File: config.mk
export PLATFORM = sky130hd
export DESIGN_NAME = whack_scorer_flat
export DESIGN_NICKNAME = d
export VERILOG_FILES = /design/src/rtl/whack_scorer_if.sv /design/src/rtl/whack_scorer.sv /design/src/flat_wrapper.sv
export SDC_FILE = /design/constraint.sdc
export NUM_CORES = 1
export LEC_CHECK = 0
export BUFFER_PORTS_ARGS = -buffer_cell sky130_fd_sc_hd__buf_2
export CAP_MARGIN = 20
export CORE_MARGIN = 2
export CORE_UTILIZATION = 55
export CTS_BUF_LIST = sky130_fd_sc_hd__clkbuf_4 sky130_fd_sc_hd__clkbuf_8 sky130_fd_sc_hd__clkbuf_16
export CTS_CLUSTER_DIAMETER = 80
export DETAILED_ROUTE_END_ITERATION = 16
export GPL_TIMING_DRIVEN = 0
export PLACE_DENSITY = 0.83
export REMOVE_ABC_BUFFERS = 1
export SYNTH_ARGS = -nofsm -noshare
export SYNTH_HDL_FRONTEND = slang
export SYNTH_SLANG_ARGS = --single-unit
File: constraint.sdc
create_clock -name clk -period 3 [get_ports clk]
set_clock_uncertainty 0.05 [all_clocks]
set_input_delay 0.6 -clock clk [delete_from_list [all_inputs] [get_ports clk]]
set_output_delay 0.6 -clock clk [all_outputs]
set_load 0.05 [all_outputs]
File: src/rtl/whack_scorer_if.sv
// Bundle of the scorer's game-control, light/key inputs and score outputs.
// Macro WHACK_SCORER_STREAK_EN adds the streak and best_streak outputs.
interface whack_scorer_if #(
  parameter int unsigned NUM_LIGHTS = 9,
  parameter int unsigned CNT_W      = 6
);
  logic                  start;
  logic                  deathmatch;
  logic [CNT_W-1:0]      total_points;
  logic [NUM_LIGHTS-1:0] lights;
  logic                  key_valid;
  logic [3:0]            key_index;
  logic [CNT_W-1:0]      hits;
  logic [CNT_W-1:0]      misses;
  logic [CNT_W-1:0]      flicks;
  logic                  hit_pulse;
  logic                  miss_pulse;
  logic                  game_over;
  logic                  playing;
`ifdef WHACK_SCORER_STREAK_EN
  logic [CNT_W-1:0]      streak;
  logic [CNT_W-1:0]      best_streak;

  modport master (output start, deathmatch, total_points, lights, key_valid, key_index,
                  input  hits, misses, flicks, hit_pulse, miss_pulse, game_over, playing,
                         streak, best_streak);
  modport slave  (input  start, deathmatch, total_points, lights, key_valid, key_index,
                  output hits, misses, flicks, hit_pulse, miss_pulse, game_over, playing,
                         streak, best_streak);
`else
  modport master (output start, deathmatch, total_points, lights, key_valid, key_index,
                  input  hits, misses, flicks, hit_pulse, miss_pulse, game_over, playing);
  modport slave  (input  start, deathmatch, total_points, lights, key_valid, key_index,
                  output hits, misses, flicks, hit_pulse, miss_pulse, game_over, playing);
`endif
endinterface

File: src/rtl/whack_scorer.sv
// Whack-a-mole scorer: judges each light flick as hit or miss and tracks the game.
// Macro WHACK_SCORER_STREAK_EN enables the streak / best_streak counters.
module whack_scorer #(
  parameter int unsigned NUM_LIGHTS = 9,
  parameter int unsigned CNT_W      = 6
) (
  input logic          clk,
  input logic          reset,
  whack_scorer_if.slave bus
);
  typedef enum logic [1:0] {IDLE, WAIT, LIT, OVER} state_t;

  localparam logic [CNT_W-1:0] CNT_MAX = '1;

  state_t                state;
  logic [NUM_LIGHTS-1:0] lights_q;
  logic [3:0]            lit_idx;
  logic [CNT_W-1:0]      total_q;
  logic                  dm_q;

  logic [3:0]            new_idx;
  logic                  new_flick;
  logic                  judge;
  logic                  is_hit;
  logic [CNT_W-1:0]      flicks_n;
  logic                  game_end;

  function automatic logic [CNT_W-1:0] sat_inc(input logic [CNT_W-1:0] v);
    return (v == CNT_MAX) ? v : v + CNT_W'(1);
  endfunction

  // Descending scan so the lowest set bit wins on a non-one-hot vector.
  always_comb begin
    new_idx = '0;
    for (int unsigned i = NUM_LIGHTS; i > 0; i--) begin
      if (bus.lights[i-1]) new_idx = 4'(i - 1);
    end
    new_flick = (bus.lights != '0) && (bus.lights != lights_q);
    judge     = (state == LIT) && (bus.key_valid || (bus.lights != lights_q));
    // A press always decides the flick, even when the light changes on the same cycle.
    is_hit    = bus.key_valid && (bus.key_index == lit_idx);
    flicks_n  = sat_inc(bus.flicks);
    game_end  = (flicks_n == total_q) || (dm_q && !is_hit);
  end

  always_ff @(posedge clk) begin
    if (reset) begin
      state          <= IDLE;
      lights_q       <= '0;
      lit_idx        <= '0;
      total_q        <= '0;
      dm_q           <= 1'b0;
      bus.hits       <= '0;
      bus.misses     <= '0;
      bus.flicks     <= '0;
      bus.hit_pulse  <= 1'b0;
      bus.miss_pulse <= 1'b0;
      bus.game_over  <= 1'b0;
      bus.playing    <= 1'b0;
    end else begin
      lights_q       <= bus.lights;
      bus.hit_pulse  <= 1'b0;
      bus.miss_pulse <= 1'b0;
      if (bus.start) begin
        state         <= WAIT;
        total_q       <= bus.total_points;
        dm_q          <= bus.deathmatch;
        bus.hits      <= '0;
        bus.misses    <= '0;
        bus.flicks    <= '0;
        bus.game_over <= 1'b0;
        bus.playing   <= 1'b1;
      end else begin
        case (state)
          IDLE: ;
          WAIT: begin
            if (total_q == '0) begin
              state         <= OVER;
              bus.game_over <= 1'b1;
              bus.playing   <= 1'b0;
            end else if (new_flick) begin
              state   <= LIT;
              lit_idx <= new_idx;
            end
          end
          LIT: begin
            if (judge) begin
              bus.flicks <= flicks_n;
              if (is_hit) begin
                bus.hits      <= sat_inc(bus.hits);
                bus.hit_pulse <= 1'b1;
              end else begin
                bus.misses     <= sat_inc(bus.misses);
                bus.miss_pulse <= 1'b1;
              end
              if (game_end) begin
                state         <= OVER;
                bus.game_over <= 1'b1;
                bus.playing   <= 1'b0;
              end else if (new_flick) begin
                state   <= LIT;
                lit_idx <= new_idx;
              end else begin
                state <= WAIT;
              end
            end
          end
          OVER: ;
          default: state <= IDLE;
        endcase
      end
    end
  end

`ifdef WHACK_SCORER_STREAK_EN
  logic [CNT_W-1:0] streak_n;

  always_comb streak_n = is_hit ? sat_inc(bus.streak) : '0;

  always_ff @(posedge clk) begin
    if (reset || bus.start) begin
      bus.streak      <= '0;
      bus.best_streak <= '0;
    end else if (judge) begin
      bus.streak      <= streak_n;
      bus.best_streak <= (streak_n > bus.best_streak) ? streak_n : bus.best_streak;
    end
  end
`endif
endmodule

File: src/flat_wrapper.sv
// flat-port wrapper written by rule: the top's interface ports become plain ports
module whack_scorer_flat 
#(
  parameter int unsigned NUM_LIGHTS = 9,
  parameter int unsigned CNT_W      = 6
)
  (clk, reset, bus_start, bus_deathmatch, bus_total_points, bus_lights, bus_key_valid, bus_key_index, bus_hits, bus_misses, bus_flicks, bus_hit_pulse, bus_miss_pulse, bus_game_over, bus_playing);
  whack_scorer_if #(.NUM_LIGHTS(NUM_LIGHTS), .CNT_W(CNT_W)) bus_i ();
  input logic clk;
  input logic reset;
  input wire logic [$bits(bus_i.start)-1:0] bus_start;
  input wire logic [$bits(bus_i.deathmatch)-1:0] bus_deathmatch;
  input wire logic [$bits(bus_i.total_points)-1:0] bus_total_points;
  input wire logic [$bits(bus_i.lights)-1:0] bus_lights;
  input wire logic [$bits(bus_i.key_valid)-1:0] bus_key_valid;
  input wire logic [$bits(bus_i.key_index)-1:0] bus_key_index;
  output wire logic [$bits(bus_i.hits)-1:0] bus_hits;
  output wire logic [$bits(bus_i.misses)-1:0] bus_misses;
  output wire logic [$bits(bus_i.flicks)-1:0] bus_flicks;
  output wire logic [$bits(bus_i.hit_pulse)-1:0] bus_hit_pulse;
  output wire logic [$bits(bus_i.miss_pulse)-1:0] bus_miss_pulse;
  output wire logic [$bits(bus_i.game_over)-1:0] bus_game_over;
  output wire logic [$bits(bus_i.playing)-1:0] bus_playing;
  assign bus_i.start = bus_start;
  assign bus_i.deathmatch = bus_deathmatch;
  assign bus_i.total_points = bus_total_points;
  assign bus_i.lights = bus_lights;
  assign bus_i.key_valid = bus_key_valid;
  assign bus_i.key_index = bus_key_index;
  assign bus_hits = bus_i.hits;
  assign bus_misses = bus_i.misses;
  assign bus_flicks = bus_i.flicks;
  assign bus_hit_pulse = bus_i.hit_pulse;
  assign bus_miss_pulse = bus_i.miss_pulse;
  assign bus_game_over = bus_i.game_over;
  assign bus_playing = bus_i.playing;
  whack_scorer #(.NUM_LIGHTS(NUM_LIGHTS), .CNT_W(CNT_W)) u_core (.clk(clk), .reset(reset), .bus(bus_i));
endmodule
# --- Word level (Yosys, flattened, before mapping) ---
# Cells that the tools add are included.
# W data, S select, Z words.
classes:
  add_sub_neg: 3
  eq_ne: 18
  muxes: 33
  n_bitwise: 6
  n_reduce_logical: 21
ops:
  columns: ["operator", "count"]
  rows:
  - ["$mux W4", 13]
  - ["$add A6 B1 Y6 const B", 3]
  - ["$eq A6 B6 Y1 const B", 3]
  - ["$reduce_and A4 Y1", 4]
  - ["$mux W1", 10]
  - ["$mux W2", 5]
  - ["$ne A3 B2 Y1 const B", 3]
  - ["$ne A9 B9 Y1", 1]
  - ["$reduce_bool A9 Y1", 1]
  - ["$pmux W4 S2", 1]
  - ["$eq A6 B6 Y1", 1]
  - ["$logic_not A6 Y1", 1]
  - ["$mux W6", 1]
  - ["$ne A2 B1 Y1 const B", 3]
  - ["$not A1 Y1", 6]
  - ["$reduce_and A3 Y1", 2]
  - ["$reduce_and A5 Y1", 1]
  - ["$eq A4 B4 Y1", 1]
  - ["$logic_and A1 B1 Y1", 4]
  - ["$ne A2 B2 Y1 const B", 2]
  - ["$ne A4 B2 Y1 const B", 1]
  - ["$pmux W1 S2", 2]
  - ["$pmux W2 S2", 1]
  - ["$reduce_or A4 Y1", 1]
  - ["9 further kinds", 10]
word_totals:
  register_bits: 44
  input_bits: 24
  word_cells: 94

# --- Depth between registers and ports, before layout ---
logic_depth:
  depth_word: 13
  mapped_depth: 8
  mapped_depth_nobuf: 7

# --- Worst setup path before layout ---
# OpenSTA, ideal clock, no wires.
synth_path:
  path_kind: "reg2reg"
  from: "register u_core.bus.flicks[0]"
  to: "register u_core.lit_idx[1]"
  arrival_time_ns: 2.343
  slack_ns: 0.486
  path_stages_with_launch: 9
  n_path_buf: 1
  synth_period_minus_slack_ns: 2.514
  path_cell_list: "dfxtp_1 ha_1 and4_1 buf_6 and4b_1 nor3_1 and4_4 a31oi_4 mux2_4"
synth_via:
  elab_chain_len: 6
synth_rtl:
  columns: ["item", "line_no", "text"]
  rows:
  - ["start, declared", "whack_scorer_if.sv:34", "output hits, misses, flicks, hit_pulse, miss_pulse, game_over, playing);"]
  - ["start signal, assigned", "whack_scorer.sv:88", "bus.flicks <= flicks_n;"]
  - ["$add A6 B1 Y6 or $eq A6 B6 Y1 (tied branches)", "whack_scorer.sv:29", "return (v == CNT_MAX) ? v : v + CNT_W'(1);"]
  - ["$mux W6 *", "whack_scorer.sv:29", null]
  - ["$eq A6 B6 Y1 *", "whack_scorer.sv:43", "game_end = (flicks_n == total_q) || (dm_q && !is_hit);"]
  - ["$logic_or A1 B1 Y1 *", "whack_scorer.sv:43", null]
  - ["$ne A2 B2 Y1 (no line) *", null, null]
  - ["$reduce_and A5 Y1 (no line) *", null, null]
  - ["end signal, assigned", "whack_scorer.sv:83", "lit_idx <= new_idx;"]
  - ["end signal, assigned", "whack_scorer.sv:102", "lit_idx <= new_idx;"]
  - ["end, declared", "whack_scorer.sv:17", "logic [3:0] lit_idx;"]
# Every way passes the cells marked *; elsewhere a longest branch is shown, timed or not.
# A chain may end at the register's enable or synchronous reset.

# --- Worst setup path after layout ---
# Same ends and word-level chain as after synthesis.

==> metrics <==
synth unique cells=60; status=finished clean; first-pass GRT wire length=8.29 mm; Worst R2R Setup Slack=0.56 ns; Worst Max-Slew Pin Slew=0.775 ns; DRC Markers=0; switching pwr=355 uW; LEAKAGE=1.11 nW; share of layout cells above drive strength 1=22.9%; Reg power frac=48.1%; Yosys reg bits=44; crit start category=flop; Hold Path Sink=u_core.lit_idx[3]$_SDFFE_PP0P_; Die Height=70.3 um; final antenna-violating net count=0; power density over the cells=475 nW/um2; final WL=4.92 mm; placed inst area=2620 um2; setup TNS=0 ns; asr flop ratio synth=0%; DIE AREA=4940 um2; most frequent cells in the layout=buf_2, dfxtp_1, nor2_1; max-slew violations=0; Mapped Area=2420 um2; Setup CP Type=flop to flop; Comb power frac=16.0%; Vias/cell=5.63; setup bufs post-CTS=0; clk sinks=44; Placer Congestion=0.770; clk_lat worst skew=0.30 ns; top area cells in the synthesized netlist=dfxtp_1, xnor2_1, nor2_1; HPWL after DPL=3.57 mm; Pwr Total=1.30 mW; n_diodes=0; cts repair resizes=0; final setup fails=0; WL/cell=13.7 um; RSZ-0062 raised after global routing=no; Detailed Route Iter0 Violations=79; clk slew on worst S/H paths=0.09 ns; Row Count=24; # nets final=334; RR Endpoint=u_core.lit_idx[1]$_SDFFE_PP0P_; Register-to-Register Path Depth=7; crit path DAT=2.58 ns; synthesized area per cell=9.08 um2; Horiz. Die Dim=70.3 um; Initial Utilization=56.3%; fill cell count=373; Critical R2R Launch=u_core.bus.flicks[0]$_SDFFE_PP0P_; vias in the first global route=1873; clock buffer depth=2; warnings from Yosys=0; I/O pin count=46; commonest non-fill, non-tap cell in the layout=buf_2; VDD IR max=0.000262 V; EDFF count, synth=0; Mapped Cells=266; normalized max-slew margin=48.1%; Net Sw Frac=27.3%; design area=2740 um2; sequential area share after synthesis=36.5%; fin crit period=2.44 ns; GRT overflow=0; Min-Delay Path Class=flop to flop; # H-tree levels=2; crit share post-route=81.3%; CP Data Required Time=3.14 ns; Hold Startpoint=u_core.lit_idx[3]$_SDFFE_PP0P_; fin cells=358; Core ar.=4290 um2; largest net degree at the start of global routing=29; Yosys top cell area share=36.5%; hold slack final=0.446 ns; clock share of power=35.9%; Post-synth top flop=dfxtp_1; GRT Total Usage=20.8%; PortBufs=45; largest area contributor in the netlist=dfxtp_1; cts-stage hold buffer count=0; placed insts=350; multi-input logic area=1430 um2; max_cap viols=0; Vias=2016; Cell Int Power=945 uW; Hold Crit Depth=2; register area=881 um2; root buf cell=clkbuf_8; CTS tree=done; area grow syn2layout=13.3%; first drt pass iteration count=4; CP Max Fanout=8; CP endpoint kind=flop; Hold Vio Cnt, Final=0; f_max=410 MHz; CTS Buf Count=5; initial antenna violation count=0
## cell families after synthesis
kind of cell               share of synthesized area, %
DFF                                                36.5
and+or+nand+nor                                    26.0
adders and majority gates                          2.59
muxes                                              5.18
buffers and inverters                              4.25
AOI/OAI and AO/OA                                  15.3
xor gates and xnor gates                           10.2
## registers in the layout (all words and copies together) (netlist names)
| register | flops |
|---|---|
| u_core.dm_q | 1 |
| u_core.bus.playing | 1 |
| u_core.bus.hit_pulse | 1 |
| u_core.bus.misses | 6 |
| u_core.total_q | 6 |
| u_core.bus.miss_pulse | 1 |
| u_core.lit_idx | 4 |
| u_core.bus.game_over | 1 |
| u_core.lights_q | 9 |
| u_core.bus.flicks | 6 |
| u_core.bus.hits | 6 |
| u_core.state | 2 |
## synthesized netlist by cell type, types with 4 or more instances
cell / n
a21oi_1: 5
and3_1: 6
buf_6: 4
clkbuf_1: 5
dfxtp_1: 44
ha_1: 5
inv_1: 5
mux2i_1: 11
nand2_1: 15
nand2b_1: 8
nand3_1: 13
nand4_1: 5
nor2_1: 34
nor2b_1: 9
nor3_1: 5
nor4_1: 4
o21ai_0: 6
xnor2_1: 21
xor2_1: 7
## per-stage QoR
stage	util (%)	setup WS [ns]
final	63.8	0.561
after global routing	63.8	0.407
after CTS	63.8	0.583
after detailed placement	61.1	0.613
after global placement	61.1	0.627
after floorplan	-	0.481
## worst max-delay path, stage by stage, from the launching register on
cell and delay (ns):
dfxtp_1 0.48, ha_1 0.29, and4_1 0.35, a22oi_1 0.13
nor3_1 0.26, and4_4 0.29, a31oi_4 0.14, mux2_4 0.34
## area by class of cell
type,count,area share [%]
tap,52,2.38
multi-input combinational,204,52.3
clock inverter,3,1.69
sequential,44,32.2
timing repair buffer,45,8.23
clock buffer,5,2.51
inverter,5,0.686
## power by group through the flow
stage / registers (mW) / logic [mW] / clock network (mW)
after floorplan: 0.650 / 0.133 / 0
after CTS: 0.625 / 0.208 / 0.473
final: 0.625 / 0.209 / 0.466
after global placement: 0.637 / 0.203 / 0
after global routing: 0.628 / 0.229 / 0.497
after detailed placement: 0.639 / 0.207 / 0
## metal layers
| layer | global-route usage [%] | vias to the layer above | wire length (um) |
|---|---|---|---|
| li1 | - | 1023 | - |
| met1 | 26.9 | 947 | 2320 |
| met4 | 5.98 | 0 | 29 |
| met3 | 5.34 | 2 | 251 |
| met5 | 0 | - | 0 |
| met2 | 34.1 | 44 | 2320 |
## worst max-delay path by stage
stage	depth (start not counted)	startpoint	to	slack, ns
global route	7	u_core.bus.flicks[0]$_SDFFE_PP0P_	u_core.lit_idx[1]$_SDFFE_PP0P_	0.41
CTS	7	u_core.bus.flicks[0]$_SDFFE_PP0P_	u_core.lit_idx[1]$_SDFFE_PP0P_	0.58
global placement	7	u_core.bus.flicks[0]$_SDFFE_PP0P_	u_core.lit_idx[1]$_SDFFE_PP0P_	0.63
finish	7	u_core.bus.flicks[0]$_SDFFE_PP0P_	u_core.lit_idx[1]$_SDFFE_PP0P_	0.56
floorplan	7	u_core.bus.flicks[0]$_SDFFE_PP0P_	u_core.lit_idx[1]$_SDFFE_PP0P_	0.48
detailed placement	7	u_core.bus.flicks[0]$_SDFFE_PP0P_	u_core.lit_idx[1]$_SDFFE_PP0P_	0.61
Power figures use the tool's default switching activity.
